File: src/rtl/mux_scan_ctrl_if.sv
`default_nettype none
// ============================================================================
// Module      : mux_scan_ctrl_if
// Description : Request/select/capture bundle between scan requester, mux
//               and mux_scan_ctrl.
// Revision    : 1.0
// ============================================================================
interface mux_scan_ctrl_if;
    logic       start;
    logic [3:0] mask;
    logic       y_in;
    logic [1:0] sel;
    logic [3:0] sample;
    logic       busy;
    logic       done;

    modport master (
        output start, mask, y_in,
        input  sel, sample, busy, done
    );

    modport slave (
        input  start, mask, y_in,
        output sel, sample, busy, done
    );
endinterface
`default_nettype wire

File: src/rtl/mux_scan_ctrl.sv
`default_nettype none
// ============================================================================
// Module      : mux_scan_ctrl
// Description : Steps a 4:1 mux through enabled channels, dwelling DWELL
//               cycles on each, and captures the mux output into a snapshot.
// Revision    : 1.0
// ============================================================================
module mux_scan_ctrl #(
    parameter int DWELL = 2,
    parameter int CNT_W = 4
) (
    input  logic              clk,
    input  logic              rst_n,
    mux_scan_ctrl_if.slave    bus
);

    typedef enum logic [1:0] {
        IDLE   = 2'd0,
        SETTLE = 2'd1,
        DONE   = 2'd2
    } state_t;

    localparam logic [CNT_W-1:0] c_cnt_init = CNT_W'(DWELL - 1);

    state_t           r_state;
    logic [3:0]       r_mask;
    logic [CNT_W-1:0] r_cnt;
    logic [1:0]       r_sel;
    logic [3:0]       r_sample;
    logic             r_busy;
    logic             r_done;

    logic [1:0]       w_first;
    logic [1:0]       w_next;
    logic             w_has_next;

    // Descending search so the last hit wins: lowest qualifying channel.
    always_comb begin
        w_first    = 2'd0;
        w_next     = r_sel;
        w_has_next = 1'b0;
        for (int j = 3; j >= 0; j--) begin
            if (bus.mask[j]) begin
                w_first = 2'(j);
            end
            if (r_mask[j] && (j > int'(r_sel))) begin
                w_next     = 2'(j);
                w_has_next = 1'b1;
            end
        end
    end

    always_ff @(posedge clk or negedge rst_n) begin
        if (!rst_n) begin
            r_state  <= IDLE;
            r_mask   <= 4'd0;
            r_cnt    <= '0;
            r_sel    <= 2'd0;
            r_sample <= 4'd0;
            r_busy   <= 1'b0;
            r_done   <= 1'b0;
        end else begin
            case (r_state)
                IDLE: begin
                    r_done <= 1'b0;
                    if (bus.start) begin
                        r_sample <= 4'd0;
                        if (bus.mask != 4'd0) begin
                            r_mask  <= bus.mask;
                            r_sel   <= w_first;
                            r_cnt   <= c_cnt_init;
                            r_busy  <= 1'b1;
                            r_state <= SETTLE;
                        end else begin
                            r_done  <= 1'b1;
                            r_state <= DONE;
                        end
                    end
                end
                SETTLE: begin
                    if (r_cnt != '0) begin
                        r_cnt <= r_cnt - 1'b1;
                    end else begin
                        r_sample[r_sel] <= bus.y_in;
                        if (w_has_next) begin
                            r_sel <= w_next;
                            r_cnt <= c_cnt_init;
                        end else begin
                            r_busy  <= 1'b0;
                            r_done  <= 1'b1;
                            r_state <= DONE;
                        end
                    end
                end
                DONE: begin
                    r_done  <= 1'b0;
                    r_state <= IDLE;
                end
                default: begin
                    r_busy  <= 1'b0;
                    r_done  <= 1'b0;
                    r_state <= IDLE;
                end
            endcase
        end
    end

    assign bus.sel    = r_sel;
    assign bus.sample = r_sample;
    assign bus.busy   = r_busy;
    assign bus.done   = r_done;

endmodule
`default_nettype wire

File: src/flat_wrapper.sv
// flat-port wrapper written by rule: the top's interface ports become plain ports
module mux_scan_ctrl_flat 
#(
    parameter int DWELL = 2,
    parameter int CNT_W = 4
)
  (clk, rst_n, bus_start, bus_mask, bus_y_in, bus_sel, bus_sample, bus_busy, bus_done);
  mux_scan_ctrl_if bus_i ();
  input  logic clk;
  input  logic rst_n;
  input wire logic [$bits(bus_i.start)-1:0] bus_start;
  input wire logic [$bits(bus_i.mask)-1:0] bus_mask;
  input wire logic [$bits(bus_i.y_in)-1:0] bus_y_in;
  output wire logic [$bits(bus_i.sel)-1:0] bus_sel;
  output wire logic [$bits(bus_i.sample)-1:0] bus_sample;
  output wire logic [$bits(bus_i.busy)-1:0] bus_busy;
  output wire logic [$bits(bus_i.done)-1:0] bus_done;
  assign bus_i.start = bus_start;
  assign bus_i.mask = bus_mask;
  assign bus_i.y_in = bus_y_in;
  assign bus_sel = bus_i.sel;
  assign bus_sample = bus_i.sample;
  assign bus_busy = bus_i.busy;
  assign bus_done = bus_i.done;
  mux_scan_ctrl #(.DWELL(DWELL), .CNT_W(CNT_W)) u_core (.clk(clk), .rst_n(rst_n), .bus(bus_i));
endmodule
File: config.mk
export PLATFORM = sky130hd
export DESIGN_NAME = mux_scan_ctrl_flat
export DESIGN_NICKNAME = d
export VERILOG_FILES = /design/src/rtl/mux_scan_ctrl_if.sv /design/src/rtl/mux_scan_ctrl.sv /design/src/flat_wrapper.sv
export SDC_FILE = /design/constraint.sdc
export NUM_CORES = 1
export LEC_CHECK = 0
export CAP_MARGIN = 20
export CORE_MARGIN = 4
export CORE_UTILIZATION = 45
export DETAILED_ROUTE_END_ITERATION = 10
export GPL_ROUTABILITY_DRIVEN = 0
export PLACE_DENSITY = 0.69
export SLEW_MARGIN = 20
export SYNTH_ARGS = -nofsm -noshare
export SYNTH_HDL_FRONTEND = slang
export SYNTH_SLANG_ARGS = --single-unit
File: constraint.sdc
create_clock -name clk -period 2.4 [get_ports clk]
set_input_delay 0.36 -clock clk [delete_from_list [all_inputs] [get_ports clk]]
set_output_delay 0.36 -clock clk [all_outputs]
set_load 0.02 [all_outputs]
# ---- Yosys cells after proc, flatten, opt, wreduce, memory -nomap -nowiden
# Index checks and enable logic that the tools add are counted.
dict set report word_totals {
  output_inout_bits 8
  register_bits 18
}
dict set report op_classes {
  n_mux 41
  add_sub_neg 1
  n_bitwise 1
  magnitude_cmp 5
  n_eq_ne 9
  reduce_logical 15
}
# operator n
set ops {}
lappend ops {{2-to-1 mux 2 bit} 15}
lappend ops {{2-to-1 mux 4 bit} 6}
lappend ops {{case mux 4 bit (2 select lines)} 2}
lappend ops {{2-to-1 mux 1 bit} 12}
lappend ops {{AND reduction 3 bit} 3}
lappend ops {{case mux 2 bit (2 select lines)} 2}
lappend ops {{nonzero test 4 bit} 2}
lappend ops {{inequality test 2 bit, second input constant} 3}
lappend ops {{AND reduction 6 bit} 1}
lappend ops {{AND reduction 5 bit} 1}
lappend ops {{bitwise mux 4 bit} 1}
lappend ops {{greater-than comparator 2 bit, first input constant} 2}
lappend ops {{logical AND 1 bit} 4}
lappend ops {{inequality test 2 x 1 -> 1 bit, second input constant} 2}
lappend ops {{inequality test 4 x 1 -> 1 bit, second input constant} 1}
lappend ops {{AND reduction 4 bit} 1}
lappend ops {{subtractor 4 x 1 -> 4 bit, second input constant} 1}
lappend ops {{< comparator 2 x 3 -> 1 bit, second input constant} 1}
lappend ops {{inequality test 3 x 1 -> 1 bit, second input constant} 1}
lappend ops {{case mux 1 bit (3 select lines)} 1}
lappend ops {{demux 1 bit (select 2 bit)} 1}
lappend ops {{== test 2 x 1 -> 1 bit, second input constant} 1}
lappend ops {{== test 2 bit, second input constant} 1}
lappend ops {{greater-or-equal comparator 2 x 1 -> 1 bit, second input constant} 1}
lappend ops {{6 further kinds} 6}

# ---- Longest topological paths before layout
dict set report depth {
  depth_word 8
  depth_mapped 5
  mapped_depth_nobuf 4
}

# ---- Worst setup path after synthesis
# Ideal clock, no wire load.
dict set report synth_timing {
  kind {register -> register}
  startpoint {register u_core.r_cnt[0]}
  endpoint {register u_core.r_sample[0] (netlist: u_core.bus.sample[0])}
  arrival_ns 1.314
  setup_ns 0.140
  period_less_slack_ns 1.453
  stages_incl_launch_ff 5
  setup_slack_ns 0.947
  t_required_ns 2.260
  path_cell_list {dfrtp_1 > nor4_4 > nand2_2 > o311ai_0 > o41ai_1}
}
dict set report synth_between {
  elab_chain_len 3
}
# element line_no
set synth_rtl {}
lappend synth_rtl {{start, declared} mux_scan_ctrl.sv:27} ;# logic [CNT_W-1:0] r_cnt;
lappend synth_rtl {{start signal, assigned} mux_scan_ctrl.sv:71} ;# r_cnt <= c_cnt_init;
lappend synth_rtl {{start signal, assigned} mux_scan_ctrl.sv:82} ;# r_cnt <= r_cnt - 1'b1;
lappend synth_rtl {{start signal, assigned} mux_scan_ctrl.sv:87} ;# r_cnt <= c_cnt_init;
lappend synth_rtl {{nonzero test 4 bit} mux_scan_ctrl.sv:81} ;# if (r_cnt != '0) begin
lappend synth_rtl {{inequality test 2 bit (no line)} n/a}
lappend synth_rtl {{AND reduction 3 bit (no line)} n/a}
lappend synth_rtl {{end signal, assigned by index} mux_scan_ctrl.sv:84} ;# r_sample[r_sel] <= bus.y_in;
lappend synth_rtl {{end, declared} mux_scan_ctrl.sv:29} ;# logic [3:0] r_sample;
# No other way between the ends.
# A chain may end at the register's enable or synchronous reset.

# ---- Worst setup path after layout
dict set report layout_timing {
  startpoint {register u_core.r_sel[0] (netlist: u_core.bus.sel[0])}
  endpoint {output bus_sel[0]}
}
# element line_no
set layout_rtl {}
lappend layout_rtl {{start, declared} mux_scan_ctrl.sv:28} ;# logic [1:0] r_sel;
lappend layout_rtl {{start signal, assigned} mux_scan_ctrl.sv:70} ;# r_sel <= w_first;
lappend layout_rtl {{start signal, assigned} mux_scan_ctrl.sv:86} ;# r_sel <= w_next;
lappend layout_rtl {{end, declared} flat_wrapper.sv:14} ;# output wire logic [$bits(bus_i.sel)-1:0] bus_sel;
# No word-level cell between the ends.

==> flow_summary.toml <==
[pwr]
peakVddDrop_v = 0.0006503
power_density_nw_per_um2 = 1264
power_leakage_uw = 0.0004791

[floorplanning]
dieHeight_um = 53.05
floorplan.initialDensity = 0.4704
die_x_um = 53.05
die_area_um2 = 2814
core-area_um2 = 1942
row_count = 16
ios = 16

[global_routing]
grtUsageTotal = 0.1833
antenna_found_initial = 0
grt_start_max_net_pins = 18
grt_pass1_wl_mm = 3.636
overflow = 0
grt_pass1_vias = 762

[yosys]
synthCells = 92
syn_avg_cell_area_um2 = 9.928
yosysWarnings = 0
synthesis.nets = 100
synth_area_leader_cell = "dfrtp_1"
synth_edf_count = 0
synthTopCellsByArea = "dfrtp_1, nand2_1, o41ai_1, nand2b_1, nor4_4"
synthArstFlopShare = 1.000
syn-cell-area_um2 = 913.4
synth_seq_cells = 17
yosysTopAreaCellShare = 0.4658
synth_seq_area_share = 0.4658
ys.flop_type = "dfrtp_1"
synth.distinct_cells = 41

[timing]
fin_tns_setup_ns = 0
rsz0062_at_grt = "false"
min_period_ns = 1.850
hold_ws_ns = 0.5033
setup_viol = 0
worst_slew_pin_slew_ns = 0.7417
fmax_mhz = 540.6
maxSlewViolCount = 0
finClkSkew_ns = 0.0009420
hold_viol_final = 0
slew-limit-headroom = 0.5040
post-route-period-util = 0.7707

[clock_tree]
cts_tree = "built"
clock_path_buffers = 2
cts_made_buffers = 3
clock_latency_ns = 0.29
cts_setup_buffers = 0
clkTransAtPathRegs_ns = 0.10
root_buffer = "clkbuf_4"
cts.sinks = 17
cts_resized = 0
cts_hold_buf = 0
htreeDepth = 1

[critical_path]
critPathKind = "reg -> out"
startpoint_type = "flop"
cp-end-kind = "output port"
crit_family = "buffers and inverters"
slowest_stage = "clkdlybuf4s50_1"
critPathMaxStageDelay_ns = 0.67
worst_ep_required_time_ns = 2.04
cp_max_fo = 10
crit_chain = "clkdlybuf4s50_1"
cp_num_buf_inv = 1
critPathArrivalTime_ns = 1.49

[route]
vias_per_cell = 5.684
wire_per_inst_um = 15.56
drt-pass1-iter-count = 4
drt_iter0_drc = 32
postRouteAntennaNets = 0
drc_errors = 0
vias = 773
wl_mm = 2.116

[final_layout]
layout_common_cells = "dfrtp_1, clkdlybuf4s50_1, nand2_1"
design_area_um2 = 1119
n_fill_cell = 181
drive_above_1_share = 0.1284
syn_to_final_growth_pct = 22.47
diodes = 0
layout_commonest_cell = "dfrtp_1"
finalNetCount = 118

[place]
numPortBuffers = 15
postPlaceCellArea_um2 = 1091
dpl.hpwl_mm = 1.554

[run_status]
status = "finished, final reports clean"

[run]
drv_cap = 0

[min_path]
min_path_type = "in -> async"
area by class of cell:
type                    count  area [um2]  area share
multi-input cells          67       455.4      0.4072
flip-flops and latches     17       425.4      0.3803
repair buffers             16       157.7      0.1409
well taps                  27       33.78     0.03020
clock buffers               3       22.52     0.02013
inverters                   5       18.77     0.01678
clock inverters             1       5.005    0.004474
where the power goes:
| part | total, uW | internal (uW) | switching (uW) |
|---|---|---|---|
| logic | 722 | 328 | 394 |
| clock network | 152 | 61.9 | 90.1 |
| registers | 540 | 394 | 145 |
| total | 1410 | 785 | 629 |
cell families (layout without fill, tap and decap cells):
kind of cell    Yosys count  in the layout  synth area share
flops                    17             17            0.4658
compound gates           28             28            0.2261
simple gates             38             38            0.2617
buf+inv                   8             25           0.03560
mux                       1              1           0.01096
path summary, 6_finish.rpt:
path | cells after the start | slack, ns | startpoint | endpoint
max in group asynchronous | 1 | 1.44 | rst_n | u_core.bus.sample[3]
setup reg to reg | 4 | 0.73 | u_core.r_cnt[0] | u_core.bus.sample[0]
hold / removal | 1 | 0.50 | rst_n | u_core.r_cnt[1]
min in group clk | 2 | 0.53 | u_core.r_mask[3] | u_core.r_mask[3]
hold reg to reg | 2 | 0.53 | u_core.r_mask[3] | u_core.r_mask[3]
setup / recovery | 1 | 0.55 | u_core.bus.sel[0] | bus_sel[0]
per-stage QoR:
stage	total power [uW]	util	std cells	setup slack [ns]
2_1_floorplan	1011	-	92	0.9469
3_3_place_gp	1249	0.5619	132	0.4517
3_5_place_dp	1259	0.5619	132	0.4078
4_1_cts	1422	0.5760	136	0.5327
5_1_grt	1539	0.5760	136	0.4544
6_report	1414	0.5760	136	0.5503
registers in the layout, summed over array words and instances, names as in the netlist:
register	flops
u_core.bus.busy	1
u_core.bus.done	1
u_core.bus.sample	4
u_core.bus.sel	2
u_core.r_cnt	4
u_core.r_mask	3
u_core.r_state	2
Yosys cell counts, types with 2 or more instances:
cell type  count
a211o_1        2
a21oi_1        3
a31oi_1        2
dfrtp_1       17
inv_1          5
nand2_1       11
nand2b_1       4
nand3_1        2
nand4_1        2
nor2_1         5
nor2b_1        2
o21ai_0        4
o311ai_0       2
o31ai_1        2
o41ai_1        3
per-layer routing:
metal,wire [um],vias to the layer above,global-route usage
li1,-,380,-
met1,902,363,0.2305
met2,1076,26,0.2955
met3,91,4,0.02817
met4,46,0,0.1064
met5,0,-,0
(Power assumes the default switching activity.)
